--- src/rtl/serial_add_pkg.sv ---
// Shared types and defaults for the bit-serial adder block.
// Latency: n/a (declarations only).
// Backpressure: n/a.
package serial_add_pkg;

  localparam int DEF_WIDTH = 5;

  typedef enum logic [1:0] {
    IDLE = 2'd0,
    RUN  = 2'd1,
    DONE = 2'd2
  } sadd_state_t;

  // Width of a counter that must be able to hold the value w itself.
  function automatic int idx_width(input int w);
    return $clog2(w + 1);
  endfunction

endpackage

--- src/rtl/serial_add_sequencer_if.sv ---
// Request/result bundle between the switch/KEY logic and the serial adder.
// Latency: n/a (wires only); ovf_o exists only with SERIAL_ADD_OVF_EN defined.
// Backpressure: start_i is dropped by the adder while busy_o is high.
interface serial_add_sequencer_if
  import serial_add_pkg::*;
#(
  parameter int WIDTH = DEF_WIDTH
);
  localparam int IDX_W = idx_width(WIDTH);

  logic             start_i;
  logic [WIDTH-1:0] a_i;
  logic [WIDTH-1:0] b_i;
  logic             cin_i;
  logic             busy_o;
  logic             done_o;
  logic [WIDTH-1:0] sum_o;
  logic             cout_o;
  logic [IDX_W-1:0] bit_idx_o;
`ifdef SERIAL_ADD_OVF_EN
  logic             ovf_o;
`endif

  modport master (
    output start_i, a_i, b_i, cin_i,
    input  busy_o, done_o, sum_o, cout_o, bit_idx_o
`ifdef SERIAL_ADD_OVF_EN
    , ovf_o
`endif
  );

  modport slave (
    input  start_i, a_i, b_i, cin_i,
    output busy_o, done_o, sum_o, cout_o, bit_idx_o
`ifdef SERIAL_ADD_OVF_EN
    , ovf_o
`endif
  );

endinterface

--- src/rtl/full_adder_cell.sv ---
// One-bit full adder shared by every bit position of the serial add.
// Latency: purely combinational.
// Backpressure: none.
module full_adder_cell (
  input  logic a,
  input  logic b,
  input  logic cin,
  output logic sum,
  output logic cout
);

  logic half;

  // Classic propagate/generate form of the full adder.
  assign half = a ^ b;
  assign sum  = half ^ cin;
  assign cout = (a & b) | (cin & half);

endmodule

--- src/rtl/serial_add_sequencer.sv ---
// Bit-serial adder: LSB-first add of two WIDTH-bit operands on one full-adder cell.
// Latency: done_o is high in the cycle after accept edge + WIDTH edges; results held until next start.
// Backpressure: start_i ignored while busy_o; ovf_o added when SERIAL_ADD_OVF_EN is defined.
module serial_add_sequencer
  import serial_add_pkg::*;
#(
  parameter int WIDTH = DEF_WIDTH
) (
  input  logic                  MAX10_CLK1_50,
  input  logic                  rst,
  serial_add_sequencer_if.slave bus
);

  localparam int               IDX_W    = idx_width(WIDTH);
  localparam logic [IDX_W-1:0] LAST_IDX = IDX_W'(WIDTH - 1);
  localparam logic [IDX_W-1:0] NUM_BITS = IDX_W'(WIDTH);

  sadd_state_t      state;
  logic [WIDTH-1:0] op_a;
  logic [WIDTH-1:0] op_b;
  logic             carry;
  logic [IDX_W-1:0] bit_idx;
  logic [WIDTH-1:0] sum;
  logic             cout;
  logic             busy;
  logic             done;
`ifdef SERIAL_ADD_OVF_EN
  logic             ovf;
`endif

  logic cell_a;
  logic cell_b;
  logic cell_sum;
  logic cell_cout;

  // Select the current operand bits; the counter parks at WIDTH after a run, so guard the range.
  always_comb begin
    cell_a = 1'b0;
    cell_b = 1'b0;
    if (bit_idx < NUM_BITS) begin
      cell_a = op_a[bit_idx];
      cell_b = op_b[bit_idx];
    end
  end

  full_adder_cell u_cell (
    .a    (cell_a),
    .b    (cell_b),
    .cin  (carry),
    .sum  (cell_sum),
    .cout (cell_cout)
  );

  // Control FSM plus datapath registers; every output is a register.
  always_ff @(posedge MAX10_CLK1_50) begin
    if (rst) begin
      state   <= IDLE;
      op_a    <= '0;
      op_b    <= '0;
      carry   <= 1'b0;
      bit_idx <= '0;
      sum     <= '0;
      cout    <= 1'b0;
      busy    <= 1'b0;
      done    <= 1'b0;
`ifdef SERIAL_ADD_OVF_EN
      ovf     <= 1'b0;
`endif
    end else begin
      case (state)
        IDLE, DONE: begin
          done <= 1'b0;
          if (bus.start_i) begin
            op_a    <= bus.a_i;
            op_b    <= bus.b_i;
            carry   <= bus.cin_i;
            bit_idx <= '0;
            sum     <= '0;
            cout    <= 1'b0;
            busy    <= 1'b1;
`ifdef SERIAL_ADD_OVF_EN
            ovf     <= 1'b0;
`endif
            state   <= RUN;
          end else begin
            state <= IDLE;
          end
        end
        RUN: begin
          sum[bit_idx] <= cell_sum;
          carry        <= cell_cout;
          bit_idx      <= bit_idx + IDX_W'(1);
          if (bit_idx == LAST_IDX) begin
            cout  <= cell_cout;
            // carry still holds the MSB carry-in on this edge.
`ifdef SERIAL_ADD_OVF_EN
            ovf   <= carry ^ cell_cout;
`endif
            done  <= 1'b1;
            busy  <= 1'b0;
            state <= DONE;
          end
        end
        default: begin
          busy  <= 1'b0;
          done  <= 1'b0;
          state <= IDLE;
        end
      endcase
    end
  end

  assign bus.busy_o    = busy;
  assign bus.done_o    = done;
  assign bus.sum_o     = sum;
  assign bus.cout_o    = cout;
  assign bus.bit_idx_o = bit_idx;
`ifdef SERIAL_ADD_OVF_EN
  assign bus.ovf_o     = ovf;
`endif

endmodule

--- src/flat_wrapper.sv ---
// flat-port wrapper written by rule: the top's interface ports become plain ports
module serial_add_sequencer_flat import serial_add_pkg::*;
#(
  parameter int WIDTH = DEF_WIDTH
)
  (MAX10_CLK1_50, rst, bus_start_i, bus_a_i, bus_b_i, bus_cin_i, bus_busy_o, bus_done_o, bus_sum_o, bus_cout_o, bus_bit_idx_o);
  serial_add_sequencer_if #(.WIDTH(WIDTH)) bus_i ();
  input  logic MAX10_CLK1_50;
  input  logic rst;
  input wire logic [$bits(bus_i.start_i)-1:0] bus_start_i;
  input wire logic [$bits(bus_i.a_i)-1:0] bus_a_i;
  input wire logic [$bits(bus_i.b_i)-1:0] bus_b_i;
  input wire logic [$bits(bus_i.cin_i)-1:0] bus_cin_i;
  output wire logic [$bits(bus_i.busy_o)-1:0] bus_busy_o;
  output wire logic [$bits(bus_i.done_o)-1:0] bus_done_o;
  output wire logic [$bits(bus_i.sum_o)-1:0] bus_sum_o;
  output wire logic [$bits(bus_i.cout_o)-1:0] bus_cout_o;
  output wire logic [$bits(bus_i.bit_idx_o)-1:0] bus_bit_idx_o;
  assign bus_i.start_i = bus_start_i;
  assign bus_i.a_i = bus_a_i;
  assign bus_i.b_i = bus_b_i;
  assign bus_i.cin_i = bus_cin_i;
  assign bus_busy_o = bus_i.busy_o;
  assign bus_done_o = bus_i.done_o;
  assign bus_sum_o = bus_i.sum_o;
  assign bus_cout_o = bus_i.cout_o;
  assign bus_bit_idx_o = bus_i.bit_idx_o;
  serial_add_sequencer #(.WIDTH(WIDTH)) u_core (.MAX10_CLK1_50(MAX10_CLK1_50), .rst(rst), .bus(bus_i));
endmodule
--- config.mk ---
export PLATFORM = sky130hd
export DESIGN_NAME = serial_add_sequencer_flat
export DESIGN_NICKNAME = d
export VERILOG_FILES = /design/src/rtl/serial_add_pkg.sv /design/src/rtl/serial_add_sequencer_if.sv /design/src/rtl/full_adder_cell.sv /design/src/rtl/serial_add_sequencer.sv /design/src/flat_wrapper.sv
export SDC_FILE = /design/constraint.sdc
export NUM_CORES = 1
export LEC_CHECK = 0
export CAP_MARGIN = 10
export CORE_MARGIN = 2
export CORE_UTILIZATION = 40
export CTS_BUF_LIST = sky130_fd_sc_hd__clkbuf_4
export CTS_CLUSTER_DIAMETER = 200
export CTS_CLUSTER_SIZE = 10
export DETAILED_ROUTE_END_ITERATION = 12
export DONT_BUFFER_PORTS = 1
export GPL_TIMING_DRIVEN = 0
export PLACE_DENSITY = 0.54
export SYNTH_ARGS = -nofsm -noshare
export SYNTH_HDL_FRONTEND = slang
export SYNTH_HIERARCHICAL = 1
export SYNTH_SLANG_ARGS = --single-unit
--- constraint.sdc ---
create_clock -name MAX10_CLK1_50 -period 1.9 [get_ports MAX10_CLK1_50]
set_clock_uncertainty 0.15 [all_clocks]
set_input_delay 0.38 -clock MAX10_CLK1_50 [delete_from_list [all_inputs] [get_ports MAX10_CLK1_50]]
set_output_delay 0.38 -clock MAX10_CLK1_50 [all_outputs]
set_load 0.005 [all_outputs]
==> out/metrics.cfg <==
[setup_path]
slowest_stage = fa_2
rrSetupSlack_ns = -0.20
startpoint = u_core/bus.bit_idx_o[0]$_SDFFE_PP0P_
crit_arrival_ns = 2.20
end_kind = register
crit_chain = buf_8 > inv_6 > and3_4 > o31a_4 > fa_2 > nand2b_4 > mux2i_1
critPathTopFamily = adder cells
critPathBufInv = 2
path_class = reg2reg
critPathMaxFanout = 7
slowest_delay_ns = 0.59
worstReg2RegStart = u_core/bus.bit_idx_o[0]$_SDFFE_PP0P_
worstSetupStartpointType = register
required_ns = 2.00

[timing]
hold_ws_ns = 0.0346
fin_crit_ns = 2.10
fin_setup_tns_ns = -0.928
tightest_slew_ns = 0.555
max_freq_mhz = 477
setup_ws_ns = -0.197
fin_crit_sh = 1.10
relSlewSlack = 0.629
report.final.slew_viol_count = 0
rsz0062_at_grt = true
hold_viol_final = 0
setup_viol = 5

[global_route]
antenna_found_initial = 0
use_met1 = 0.236
grtUsageTotal = 0.163
grt-ovfl-total = 0
grt_pass1_vias = 881
grt_busiest_layer = met2
grt_pass1_wl_um = 4130
use_met2 = 0.237
grt_max_degree = 13
grtUsageMet3 = 0.0484

[final_layout]
final_cells = 160
antennaDiodeCount = 0
syn2layout_area_growth_pct = 12.4
nets = 149
fin_area_mm2 = 0.00123
final_cell_mix = nand2_1 (24), dfxtp_1 (23), a21oi_1 (15), mux2i_1 (9), nand3b_1 (7)
post_route_cells_drive_above_1_share = 0.177
post-route-util = 0.485
final_common_cell = nand2_1

[detailed_routing]
drt_pre_antenna_iters = 4
viasPerCell = 5.35
drt_wl_total_um = 2420
wl_per_cell_um = 15.1
num_vias = 856
final_antenna_net_count = 0
drt-initial-drc-count = 25
route.detailed.drc = 0

[synth]
synthArstFlopShare = 0
yosys.area.top_type = dfxtp_1
synth_seq_cells = 24
synth.avg_cell_area_um2 = 8.85
synthCells = 124
netlist_top_cells_area = dfxtp_1 (44%), mux2i_1 (9.1%), nand2_1 (8.6%), a21oi_1 (6.8%), nand3b_1 (4.8%)
post_synth_num_cell_types = 28
ys_seq_area_frac = 0.438
synthesis.nets = 141
yosys_warnings = 6
netlist.area_leader.share = 0.438
syn-cell-area_mm2 = 0.00110
synth_top_flop_cell = dfxtp_1
synth_edf_count = 0

[cts]
clkTransAtPathRegs_ns = 0.13
htreeDepth = 1
insertion_delay_ns = 0.31
cts_buffer_depth = 2
cts_inserted_buffers = 3
cts_sinks = 24
cts_tree = done
root_buffer = clkbuf_4

[outcome]
status = finished with violations
violations = negative setup slack

[place]
place_congestion = 0.761
dp_hpwl_um = 1640
place_area_mm2 = 0.00114
placedCellCount = 154
port_buffers = 0

[floorplanning]
boundaryPins = 25
start_util = 0.431
coreArea_mm2 = 0.00254
chipWidth_um = 56.4
rows = 18
fp.dieArea_mm2 = 0.00318
fp.dieH_um = 56.4

[power_and_ir_drop]
pwr-share-clk = 0.243
p_leak_nw = 0.454
p_int_w = 0.000668
p_sw_w = 0.000248
seqPwrFrac = 0.594
p_sw_frac = 0.271
powerDensity_mw_per_mm2 = 743
comb_power_share = 0.163
irDropWorstVdd_mv = 0.351

[job]
max_cap_violations = 0

[worst_hold_path]
hp-class = in2reg
min_from = bus_a_i[0]

cell type report:
type	instances	area, um^2
clock buffer	3	22.5
sequential	24	484
fill	263	1310
multi-input combinational	90	589
buffer	8	61.3
inverter	2	12.5
tap	30	37.5
timing repair buffer	3	26.3
cells by family after synthesis:
family / count (synthesis) / synth area share
and+or+nand+nor: 54 / 0.250
AOI/OAI and AO/OA: 22 / 0.116
xor gates and xnor gates: 1 / 0.00798
buffers and inverters: 10 / 0.0559
muxes: 10 / 0.0912
DFF: 24 / 0.438
adders and majority gates: 3 / 0.0410
timing repair:
item,CTS,global route
hold endpoints to repair,0,0
setup endpoints to repair,7,7
pin swaps,0,3
buffers inserted,3,0
hold buffers,0,0
gates resized for setup,3,9
worst paths after layout:
path,to,cells past startpoint
setup / recovery,u_core/bus.sum_o[1]$_SDFFE_PP0P_,7
hold / removal,u_core/op_a[0]$_SDFFE_PP0P_,2
setup reg to reg,u_core/bus.sum_o[1]$_SDFFE_PP0P_,7
hold reg to reg,u_core/op_b[2]$_SDFFE_PP0P_,2
flip-flops by register name, summed over array words and instances, names as in the netlist:
| register | flops |
|---|---|
| u_core/bus.busy_o | 1 |
| u_core/bus.bit_idx_o | 3 |
| u_core/bus.sum_o | 5 |
| u_core/carry | 1 |
| u_core/state | 2 |
| u_core/bus.done_o | 1 |
| u_core/op_b | 5 |
| u_core/op_a | 5 |
| u_core/bus.cout_o | 1 |
synth_stat cells, types with 3 or more instances:
library cell / count
clkbuf_1: 3
nor3_1: 3
buf_6: 3
nand3b_1: 7
nor4_1: 3
nand3_1: 3
nor2_1: 3
mux2i_1: 10
a21oi_1: 15
nand2b_1: 4
dfxtp_1: 24
nand2_1: 25
routing by layer:
layer,vias to the layer above,routed length [um]
li1,441,-
met5,-,0
met4,0,10
met3,2,121
met1,395,1230
met2,18,1060
metrics by stage:
stage | setup WS, ns | power [W]
after floorplan | -0.0614 | 0.000651
after global placement | -0.225 | 0.000678
after detailed placement | -0.242 | 0.000681
after CTS | -0.216 | 0.000915
after global routing | -0.304 | 0.000966
final | -0.197 | 0.000916
power groups by stage:
stage                     registers, W  logic, W  clock network (W)
after floorplan               0.000551  0.000101                  0
after global placement        0.000555  0.000123                  0
after detailed placement      0.000556  0.000125                  0
after CTS                     0.000544  0.000142           0.000229
after global routing          0.000549  0.000166           0.000252
final                         0.000544  0.000149           0.000223
No activity file was read; power rests on OpenSTA's default activity.
